## src/rtl/md_pkg.sv

```systemverilog
// Shared definitions for the iterative multiply/divide sequencer:
// op codes, FSM state encoding and the iteration count.
package md_pkg;

    localparam int unsigned ITER = 32;

    localparam logic [1:0] OP_MULT  = 2'b00;
    localparam logic [1:0] OP_MULTU = 2'b01;
    localparam logic [1:0] OP_DIV   = 2'b10;
    localparam logic [1:0] OP_DIVU  = 2'b11;

    typedef enum logic [1:0] {
        StIdle,
        StPrep,
        StCalc,
        StFix
    } state_e;

endpackage

```

## src/rtl/md_step.sv

```systemverilog
// One iteration of the shared multiply/divide datapath: a 33-bit adder used
// either for shift-add multiplication or restoring-division trial subtraction.
module md_step (
    input  logic        is_div,
    input  logic [63:0] acc,
    input  logic [31:0] opnd,
    output logic [63:0] acc_next
);

    logic [32:0] lhs;
    logic [32:0] rhs;
    logic        cin;
    logic [33:0] sum;

    always_comb begin
        lhs      = '0;
        rhs      = '0;
        cin      = 1'b0;
        acc_next = acc;
        if (is_div) begin
            // Remainder shifted left with the next dividend bit brought in.
            lhs = acc[63:31];
            rhs = ~{1'b0, opnd};
            cin = 1'b1;
        end else begin
            lhs = {1'b0, acc[63:32]};
            rhs = acc[0] ? {1'b0, opnd} : 33'd0;
        end

        sum = {1'b0, lhs} + {1'b0, rhs} + {33'd0, cin};

        if (is_div) begin
            // Carry out of the subtraction means the trial result is non-negative.
            if (sum[33]) begin
                acc_next = {sum[31:0], acc[30:0], 1'b1};
            end else begin
                acc_next = {acc[62:0], 1'b0};
            end
        end else begin
            acc_next = {sum[32:0], acc[31:1]};
        end
    end

endmodule

```

## src/rtl/mdu_seq.sv

```systemverilog
// Iterative MULT/MULTU/DIV/DIVU sequencer holding HI/LO, one bit per cycle,
// with MTHI/MTLO writes and a busy/done handshake for the hazard unit.
module mdu_seq #(
    parameter int unsigned ITER = md_pkg::ITER
) (
    input  logic        clk,
    input  logic        reset,
    input  logic        start,
    input  logic [1:0]  op,
    input  logic [31:0] a,
    input  logic [31:0] b,
    input  logic        wr_hi,
    input  logic        wr_lo,
    input  logic [31:0] wdata,
    output logic        busy,
    output logic        done,
    output logic [31:0] hi,
    output logic [31:0] lo
);
    import md_pkg::*;

    state_e      state_q;
    logic [1:0]  op_q;
    logic [31:0] a_q;
    logic [31:0] b_q;
    logic [63:0] acc_q;
    logic [31:0] opnd_q;
    logic [4:0]  cnt_q;
    logic        neg_q;
    logic        rneg_q;
    logic        dz_q;

    logic        is_div;
    logic        is_signed;
    logic [31:0] a_mag;
    logic [31:0] b_mag;
    logic [63:0] acc_step;
    logic [63:0] prod_fix;
    logic [31:0] quo_fix;
    logic [31:0] rem_fix;

    assign is_div    = (op_q == OP_DIV) || (op_q == OP_DIVU);
    assign is_signed = (op_q == OP_MULT) || (op_q == OP_DIV);
    assign a_mag     = (is_signed && a_q[31]) ? (~a_q + 32'd1) : a_q;
    assign b_mag     = (is_signed && b_q[31]) ? (~b_q + 32'd1) : b_q;
    assign prod_fix  = neg_q  ? (~acc_q + 64'd1) : acc_q;
    assign quo_fix   = neg_q  ? (~acc_q[31:0] + 32'd1) : acc_q[31:0];
    assign rem_fix   = rneg_q ? (~acc_q[63:32] + 32'd1) : acc_q[63:32];

    md_step u_step (
        .is_div   (is_div),
        .acc      (acc_q),
        .opnd     (opnd_q),
        .acc_next (acc_step)
    );

    always_ff @(posedge clk or negedge reset) begin
        if (!reset) begin
            state_q <= StIdle;
            op_q    <= '0;
            a_q     <= '0;
            b_q     <= '0;
            acc_q   <= '0;
            opnd_q  <= '0;
            cnt_q   <= '0;
            neg_q   <= 1'b0;
            rneg_q  <= 1'b0;
            dz_q    <= 1'b0;
            busy    <= 1'b0;
            done    <= 1'b0;
            hi      <= '0;
            lo      <= '0;
        end else begin
            done <= 1'b0;
            unique case (state_q)
                StIdle: begin
                    if (start) begin
                        op_q    <= op;
                        a_q     <= a;
                        b_q     <= b;
                        busy    <= 1'b1;
                        state_q <= StPrep;
                    end else begin
                        if (wr_hi) hi <= wdata;
                        if (wr_lo) lo <= wdata;
                    end
                end
                StPrep: begin
                    neg_q   <= is_signed && (a_q[31] ^ b_q[31]);
                    rneg_q  <= is_signed && a_q[31];
                    dz_q    <= is_div && (b_q == 32'd0);
                    // Low half carries the multiplier (mul) or dividend (div).
                    acc_q   <= {32'd0, is_div ? a_mag : b_mag};
                    opnd_q  <= is_div ? b_mag : a_mag;
                    cnt_q   <= '0;
                    state_q <= StCalc;
                end
                StCalc: begin
                    acc_q <= acc_step;
                    cnt_q <= cnt_q + 5'd1;
                    if (cnt_q == 5'(ITER - 1)) state_q <= StFix;
                end
                StFix: begin
                    if (!is_div) begin
                        hi <= prod_fix[63:32];
                        lo <= prod_fix[31:0];
                    end else if (dz_q) begin
                        hi <= a_q;
                        lo <= 32'hFFFF_FFFF;
                    end else begin
                        hi <= rem_fix;
                        lo <= quo_fix;
                    end
                    done    <= 1'b1;
                    busy    <= 1'b0;
                    state_q <= StIdle;
                end
                default: state_q <= StIdle;
            endcase
        end
    end

endmodule

```

## config.mk

```make
export PLATFORM = sky130hd
export DESIGN_NAME = mdu_seq
export DESIGN_NICKNAME = d
export VERILOG_FILES = /design/src/rtl/md_pkg.sv /design/src/rtl/md_step.sv /design/src/rtl/mdu_seq.sv
export SDC_FILE = /design/constraint.sdc
export NUM_CORES = 1
export LEC_CHECK = 0
export CAP_MARGIN = 20
export CORE_UTILIZATION = 50
export DETAILED_ROUTE_END_ITERATION = 10
export PLACE_DENSITY = 0.68
export SLEW_MARGIN = 10
export SYNTH_ARGS = -nofsm -noshare
export SYNTH_HDL_FRONTEND = slang
export SYNTH_SLANG_ARGS = --single-unit
export TNS_END_PERCENT = 30
```

## constraint.sdc

```tcl
create_clock -name clk -period 5.3 [get_ports clk]
set_input_delay 1.59 -clock clk [delete_from_list [all_inputs] [get_ports clk]]
set_output_delay 1.59 -clock clk [all_outputs]
set_load 0.005 [all_outputs]
```

Word-level counts from Yosys, hierarchy flattened
Index checks and enable logic that the tools add are counted.
{ "op_classes": {"addsub": 8, "n_eq_ne": 11, "n_mux": 31, "bitwise_logic": 7, "n_reduce_logical": 16} }
{ "ops": {"columns": ["operator", "n"], "rows": [
  ["two-way mux 32 bit", 15],
  ["two-way mux 64 bit", 3],
  ["adder 32 x 1 -> 32 bit, second input constant", 4],
  ["NOT 32 bit", 4],
  ["one-hot mux 32 bit (2 select lines)", 2],
  ["one-hot mux 64 bit (2 select lines)", 1],
  ["two-way mux 33 bit", 2],
  ["adder 64 x 1 -> 64 bit, second input constant", 1],
  ["NOT 64 bit", 1],
  ["adder 33 x 33 -> 34 bit", 1],
  ["adder 34 x 1 -> 34 bit", 1],
  ["NOT 32 -> 33 bit", 1],
  ["logical NOT 32 bit", 1],
  ["inequality test 2 bit, second input constant", 5],
  ["one-hot mux 5 bit (2 select lines)", 1],
  ["== test 2 bit, second input constant", 4],
  ["one-hot mux 2 bit (4 select lines)", 1],
  ["AND reduction 2 bit", 3],
  ["AND reduction 3 bit", 2],
  ["adder 5 x 1 -> 5 bit, second input constant", 1],
  ["== test 5 bit, second input constant", 1],
  ["logical AND 1 bit", 4],
  ["logical NOT 2 bit", 2],
  ["two-way mux 2 bit", 2],
  ["other kinds (6)", 10]
]} }
{ "totals": {"ff_bits": 238, "input_bits": 103, "output_inout_bits": 66, "elab_cells": 87} }

Logic depth before layout (Yosys ltp)
Gate-level depths: netlist (run 1).
{ "logic_depth": {"depth_word": 8, "depth_mapped": 18, "mapped_depth_nobuf": 14} }

Modules after synthesis
From an unflattened synthesis (run 1), not the netlist that was laid out.
{ "hier_totals": {"hier_cells": 2089, "area_unflattened_um2": 17824.6} }
{ "by_module_without_submodules": {"columns": ["module", "n_inst", "cells_per_inst", "area_each_um2", "seq_area_each_um2"], "rows": [
  ["mdu_seq", 1, 1583, 14422.6, 5955.7],
  ["md_step", 1, 506, 3402.0, 0.0]
]} }

Worst setup path before layout (run 1)
No wires, ideal clock.
{ "synth_path": {"path_kind": "reg2reg", "start": "register op_q[1]", "end": "register acc_q[59]", "setup_ps": 110, "t_arrival_ps": 4499, "t_required_ps": 5190, "setup_slack_ps": 690, "stages_incl_launch_ff": 18, "synth_period_minus_slack_ps": 4610, "path_cell_list": "dfrtp_1 -> clkbuf_1 -> buf_1 -> clkbuf_1 -> clkbuf_1 -> o21ai_0 -> inv_1 -> fa_1 -> inv_1 -> fa_1 -> a211oi_1 -> o211ai_1 -> nand2_1 -> o211a_1 -> nor2_1 -> o41ai_1 -> mux2_2 -> o41ai_1"} }
{ "synth_via": {"elab_chain_cells": 8, "elab_cells_between_ends": 11} }
{ "synth_rtl": {"columns": ["element", "line_no", "text"], "rows": [
  ["from (decl)", "mdu_seq.sv:23", "logic [1:0] op_q;"],
  ["from (signal assigned)", "mdu_seq.sv:78", "op_q <= op;"],
  ["== test 2 bit", "mdu_seq.sv:42", "assign is_div = (op_q == OP_DIV) || (op_q == OP_DIVU);"],
  ["logical OR 1 bit (*)", "mdu_seq.sv:42", null],
  ["two-way mux 33 bit", "md_step.sv:20", "if (is_div) begin"],
  ["adder 33 x 33 -> 34 bit", "md_step.sv:30", "sum = {1'b0, lhs} + {1'b0, rhs} + {33'd0, cin};"],
  ["adder 34 x 1 -> 34 bit", "md_step.sv:30", null],
  ["two-way mux 64 bit", "md_step.sv:34", "if (sum[33]) begin"],
  ["two-way mux 64 bit (*)", "md_step.sv:32", "if (is_div) begin"],
  ["one-hot mux 64 bit (2 select lines) (*)", "mdu_seq.sv:75", "unique case (state_q)"],
  ["to (signal assigned)", "mdu_seq.sv:93", "acc_q <= {32'd0, is_div ? a_mag : b_mag};"],
  ["to (signal assigned)", "mdu_seq.sv:99", "acc_q <= acc_step;"],
  ["to (decl)", "mdu_seq.sv:26", "logic [63:0] acc_q;"]
]} }
Mark *: on every way between the ends. The rest lies on a longest branch, timed or not.
A chain may end at the register's enable or synchronous reset.

Worst setup path in the final report (run 1)
{ "layout_path": {"start": "register op_q[1]", "end": "register acc_q[58]"} }
Same word-level chain as after synthesis.

==> results of run 1 <==
## state kept, by name, indices dropped and copies added (netlist names)
signal,flops
done,1
hi,32
op_q,2
neg_q,1
dz_q,1
busy,1
cnt_q,5
acc_q,64
opnd_q,32
rneg_q,1
a_q,32
state_q,2
lo,32
b_q,32
## worst min-delay path by stage
stage                         from       end  slack (ns)  cells past startpoint
after floorplan           cnt_q[4]  cnt_q[4]        0.46                      1
after global placement       lo[2]     lo[2]        0.46                      2
after detailed placement    lo[22]    lo[22]        0.47                      2
after CTS                   lo[22]    lo[22]        0.48                      2
after global routing         lo[7]     lo[7]        0.51                      2
final                       lo[22]    lo[22]        0.48                      2
## Yosys cell counts, types with 20 or more instances
| cell | count |
|---|---|
| a21o_1 | 27 |
| a21oi_1 | 122 |
| clkbuf_1 | 136 |
| dfrtp_1 | 238 |
| ha_1 | 42 |
| inv_1 | 58 |
| mux2_2 | 81 |
| mux2i_1 | 30 |
| nand2_1 | 234 |
| nand2b_1 | 24 |
| nand3_1 | 28 |
| nor2_1 | 202 |
| nor3_1 | 46 |
| nor4_1 | 25 |
| o211ai_1 | 38 |
| o21ai_0 | 230 |
| o221ai_1 | 35 |
| o22ai_1 | 56 |
| o31ai_1 | 23 |
| or3_1 | 20 |
| xnor2_1 | 98 |
| xor2_1 | 47 |
## cell type report
type / count / area (sq um) / share of cell area [%]
multi-input combinational: 1639 / 10600 / 52.1
sequential: 238 / 5960 / 29.3
timing repair buffer: 205 / 2000 / 9.86
clock buffer: 40 / 817 / 4.02
tap: 448 / 561 / 2.76
inverter: 60 / 225 / 1.11
clock inverter: 12 / 164 / 0.807
## logic make-up (layout without fill, tap and decap cells)
logic type,count (synthesis),count (layout),share of synthesized area (%)
buf+inv,216,317,4.78
xor+xnor,145,145,7.32
fa+ha+maj,44,44,3.26
compound gates,656,656,23.8
simple gates,671,671,17.9
mux,123,123,8.55
flops,238,238,34.3
## metal layers
layer	track usage, %	up-vias
met5	0	-
met4	22.8	0
met3	9.31	224
met2	58.1	1041
met1	53.5	8483
li1	-	7800
## where the power goes
group | switching [mW] | internal [mW]
Clock | 0.844 | 1.22
Combinational | 5.63 | 3.64
Sequential | 1.42 | 2.70
## per-stage QoR
step | std cells | hold WS, ns | power, mW | util (%)
floorplan | 2093 | 0.461 | 9.68 | -
global placement | 2589 | 0.465 | 12.9 | 57.0
detailed placement | 2589 | 0.469 | 13.1 | 57.0
CTS | 2641 | 0.483 | 15.2 | 59.9
global route | 2642 | 0.508 | 16.3 | 60.0
finish | 2642 | 0.480 | 15.5 | 60.0
## worst reg2reg max path: cells and delay by family, from the launching register on
| kind | cells | cell delay [ns] |
|---|---|---|
| buf+inv | 2 | 1.06 |
| compound gates | 7 | 2.23 |
| fa+ha+maj | 1 | 0.39 |
| flops | 1 | 0.62 |
| simple gates | 2 | 0.31 |
==> impl_metrics.csv, run 1 <==
group,metric,value,unit
drt,wl_met2,30200,microns
sta,rsz0062_at_grt,"no",
global_routing,antenna_found_initial,2,
sta,setup_violations,0,
place,hpwl,52800,microns
synthesis,synth_top_area_cell,"dfrtp_1",
clocking,cts_resized,0,
synthesis,yosysTopAreaCellShare,34.3,%
hold_path,worst_hold_path_type,"reg -> reg",
critical_path,crit_fanout,37,
clocking,clock-sinks,238,
critical_path,path_buf_inv,2,
critical_path,critPathCaptureType,"flop",
synthesis,yosysWarnings,0,
synthesis,async_reset_ff_share,100,%
clocking,clk_latency,0.58,ns
critical_path,crit_end,"acc_q[58]",
die,core-area,33900,sq um
layout,insertedDiodeCount,0,
critical_path,crit_path_cell_trace,"inv_2, buf_4, o21ai_0, ha_1, o211ai_1, o211ai_1, nand2_1, o21ai_0, a31oi_1, a2111oi_0, nor4_1, o41ai_1",
critical_path,worst-r2r-setup-slack,0.59,ns
die,pin_count,169,
layout,area_growth,17.1,%
clocking,postCtsSetupBuffers,0,
critical_path,slowest_stage,"dfrtp_4",
sta,slew_viol_final,0,
run_status,status,"finished clean",
sta,fin_crit_sh,88.9,%
place,gp_congestion,1.03,
global_routing,grt_pass1_vias,16700,
drt,drcViolationCount,0,
synthesis,netlist_area,17300,sq um
sta,fmax,212,MHz
layout,layout.nets,2320,
die,start_util,51.2,%
critical_path,setup.worst_path.start,"op_q[1]",
drt,num_vias,17500,
layout,drive_gt1_share,9.34,%
flow_run,max_cap_violations,0,
layout,final_common_cell,"dfrtp_1",
drt,ant_nets,0,
place,dp_slack,0.761,ns
sta,clock_skew,0.0120,ns
synthesis,ys_seq_area_share,34.3,%
place,portBuffers,168,
clocking,cts_hold_buf,0,
critical_path,worstReg2RegEnd,"acc_q[58]",
critical_path,reg2reg_depth,12,
place,place_area,19300,sq um
layout,final_cell_mix,"237 x dfrtp_1, 232 x nand2_1, 229 x o21ai_0",
sta,finalSetupTns,0,ns
pwr,p_leak,8.26,nW
drt,top_layer,"met4",
critical_path,cp.depth,12,
global_routing,grt_max_degree,112,
sta,max_slew_margin,26.0,%
sta,post-route-min-period,4.71,ns
clocking,htreeDepth,1,
synthesis,synth_area_per_cell,8.28,sq um
drt,vias_per_cell,6.64,
critical_path,cp_data_required_time,5.78,ns
drt,firstDrtPassIters,8,
die,dieWidth,188,microns
synthesis,ys_types,76,
synthesis,synth_edf_count,0,
clocking,clockRootBuffer,"clkbuf_16",
global_routing,grt_pass1_wl,106000,microns
drt,routed_wl,70500,microns
synthesis,ys_seq_elements,238,
pwr,power.density,761,nW/um^2
critical_path,cpPeakStageDelay,0.62,ns
pwr,irDropWorstVdd,0.433,mV
layout,fin_area,20300,sq um
global_routing,grt_overflow_total,0,
critical_path,timing.rr.start,"op_q[1]",
die,row_count,67,
sta,worst_pin_slew,1.10,ns
critical_path,cp_data_arrival_time,5.19,ns
drt,wl_met3,7280,microns
critical_path,critPathKind,"reg -> reg",
drt,wl_met1,28400,microns
sta,fin_ws,0.587,ns
layout,fill_cells,3059,
critical_path,start_kind,"flop",
clocking,cts_tree,"yes",
global_routing,grt_use_total,39.7,%
synthesis,synthesis.nets,2240,
synthesis,ys.flop_type,"dfrtp_1",
synthesis,synthTopCellsByArea,"dfrtp_1 34%, o21ai_0 6.6%, mux2_2 5.3%, nand2_1 5.1%, xnor2_1 4.9%",
critical_path,path_delay_family,"compound AO/OA/AOI/OAI gates",
clocking,numCtsBuffers,29,
clocking,clock_path_buffers,3,
clocking,path_clk_slew,0.06,ns
drt,drt-wirelength-per-cell,26.7,microns
synthesis,netlist_instances,2093,
drt,dr.first_iter.drc_count,2080,
die,die_area,35400,sq um
sta,hold_viol,0,
die,die_y,188,microns
Power figures use the tool's default switching activity.
==> run 2, diff against run 1 <==
- CAP_MARGIN: 20 -> 0
==> impl_metrics.csv, run 2 (same netlist as run 1, synthesis figures left out) <==
group,metric,value,unit
layout,multi_input_area,10600,sq um
layout,final_cell_mix,"237 x dfrtp_1, 232 x nand2_1, 229 x o21ai_0",
pwr,irDropWorstVdd,0.437,mV
layout,fin_area,20300,sq um
die,die_y,188,microns
clocking,clockRootBuffer,"clkbuf_16",
clocking,htreeDepth,1,
sta,finalSetupTns,0,ns
clocking,clk_latency,0.59,ns
drt,top_layer,"met4",
sta,hold_viol,0,
drt,num_vias,17500,
drt,vias_per_cell,6.64,
sta,fmax,213,MHz
critical_path,critPathKind,"reg -> reg",
place,place_area,19300,sq um
layout,final_common_cell,"dfrtp_1",
sta,rsz0062_at_grt,"no",
drt,routed_wl,70600,microns
global_routing,grt_pass1_wl,106000,microns
sta,worst_pin_slew,1.21,ns
layout,top_register,"acc_q",
clocking,path_clk_slew,0.06,ns
die,row_count,67,
critical_path,cp_data_required_time,5.78,ns
drt,wl_met3,7780,microns
global_routing,grt_max_degree,112,
critical_path,critPathCaptureType,"flop",
sta,fin_crit_sh,88.7,%
drt,drcViolationCount,0,
place,gp_congestion,1.03,
critical_path,path_buf_inv,2,
layout,layout.nets,2319,
die,pin_count,169,
drt,ant_nets,0,
die,start_util,51.2,%
global_routing,grt_overflow_total,0,
critical_path,crit_fanout,37,
layout,insertedDiodeCount,0,
place,hpwl,52800,microns
die,dieWidth,188,microns
flow_run,max_cap_violations,0,
drt,firstDrtPassIters,6,
clocking,clock-sinks,238,
sta,clock_skew,0.0110,ns
clocking,clock_path_buffers,3,
place,portBuffers,168,
critical_path,cpPeakStageDelay,0.62,ns
run_status,status,"finished clean",
pwr,power.total,15.5,mW
clocking,cts_tree,"yes",
drt,drt-wirelength-per-cell,26.7,microns
die,die_area,35400,sq um
global_routing,grt_use_total,39.7,%
clocking,numCtsBuffers,29,
pwr,power.density,762,nW/um^2
layout,fill_cells,3059,
sta,max_slew_margin,18.9,%
global_routing,antenna_found_initial,2,
clocking,cts_resized,0,
critical_path,path_delay_family,"compound AO/OA/AOI/OAI gates",
sta,fin_ws,0.601,ns
drt,wl_met2,30200,microns
layout,area_growth,17.1,%
critical_path,start_kind,"flop",
critical_path,slowest_stage,"dfrtp_4",
clocking,cts_hold_buf,0,
drt,dr.first_iter.drc_count,2115,
sta,slew_viol_final,0,
layout,seq_area,5960,sq um
layout,largest_register_ffs,64,
critical_path,cp_data_arrival_time,5.18,ns
sta,setup_violations,0,
place,dp_slack,0.761,ns
sta,post-route-min-period,4.70,ns
pwr,p_leak,8.26,nW
global_routing,grt_pass1_vias,16700,
drt,wl_met1,28100,microns
layout,drive_gt1_share,9.30,%
hold_path,worst_hold_path_type,"reg -> reg",
die,core-area,33900,sq um
critical_path,crit_path_cell_trace,"inv_2, buf_4, o21ai_0, ha_1, o211ai_1, o211ai_1, nand2_1, o21ai_0, a31oi_1, a2111oi_0, nor4_1, o41ai_1",
clocking,postCtsSetupBuffers,0,
run 2: changes by cell type in the layout (fill, tap and decap cells not counted), sizes merged:
cell	previous run	this run
buf	38	37
run 2: routing by layer:
metal	global-route usage [%]	up-vias
li1	-	7794
met2	58.1	1104
met1	53.5	8415
met3	9.31	219
met4	22.8	0
met5	0	-
run 2: area by class of cell:
| cell class | instances | area share (%) |
|---|---|---|
| clock buffer | 40 | 4.02 |
| clock inverter | 12 | 0.807 |
| inverter | 60 | 1.11 |
| multi-input combinational | 1639 | 52.1 |
| sequential | 238 | 29.4 |
| tap | 448 | 2.76 |
| timing repair buffer | 204 | 9.82 |
run 2: worst paths after layout:
kind	startpoint	end	slack [ns]	cells after the start
hold / removal	lo[22]	lo[22]	0.48	2
min in group asynchronous	reset	acc_q[39]	1.07	1
hold reg to reg	lo[22]	lo[22]	0.48	2
setup reg to reg	op_q[1]	acc_q[58]	0.60	12
max in group asynchronous	reset	acc_q[29]	3.20	2
setup / recovery	op_q[1]	acc_q[58]	0.60	12
run 2: tightest hold or removal path: cells and delay by family (launching register included):
family	cells	cell delay [ns]
flip-flops	1	0.34
AO/OA/AOI/OAI	1	0.06
AND/OR/NAND/NOR	1	0.04
run 2: report_power, final:
group          switching (mW)  total (mW)  internal (mW)  leakage [nW]
registers                1.42        4.12           2.70          2.91
clock network           0.849        2.07           1.22         0.476
logic                    5.63        9.27           3.64          4.87
total                    7.90        15.5           7.56          8.26
run 2: per-stage QoR:
| step | hold WS (ns) | std cells | utilization [%] |
|---|---|---|---|
| floorplan | 0.461 | 2093 | - |
| global placement | 0.465 | 2589 | 57.0 |
| detailed placement | 0.469 | 2589 | 57.0 |
| CTS | 0.483 | 2641 | 59.9 |
| global route | 0.508 | 2641 | 59.9 |
| finish | 0.478 | 2641 | 59.9 |
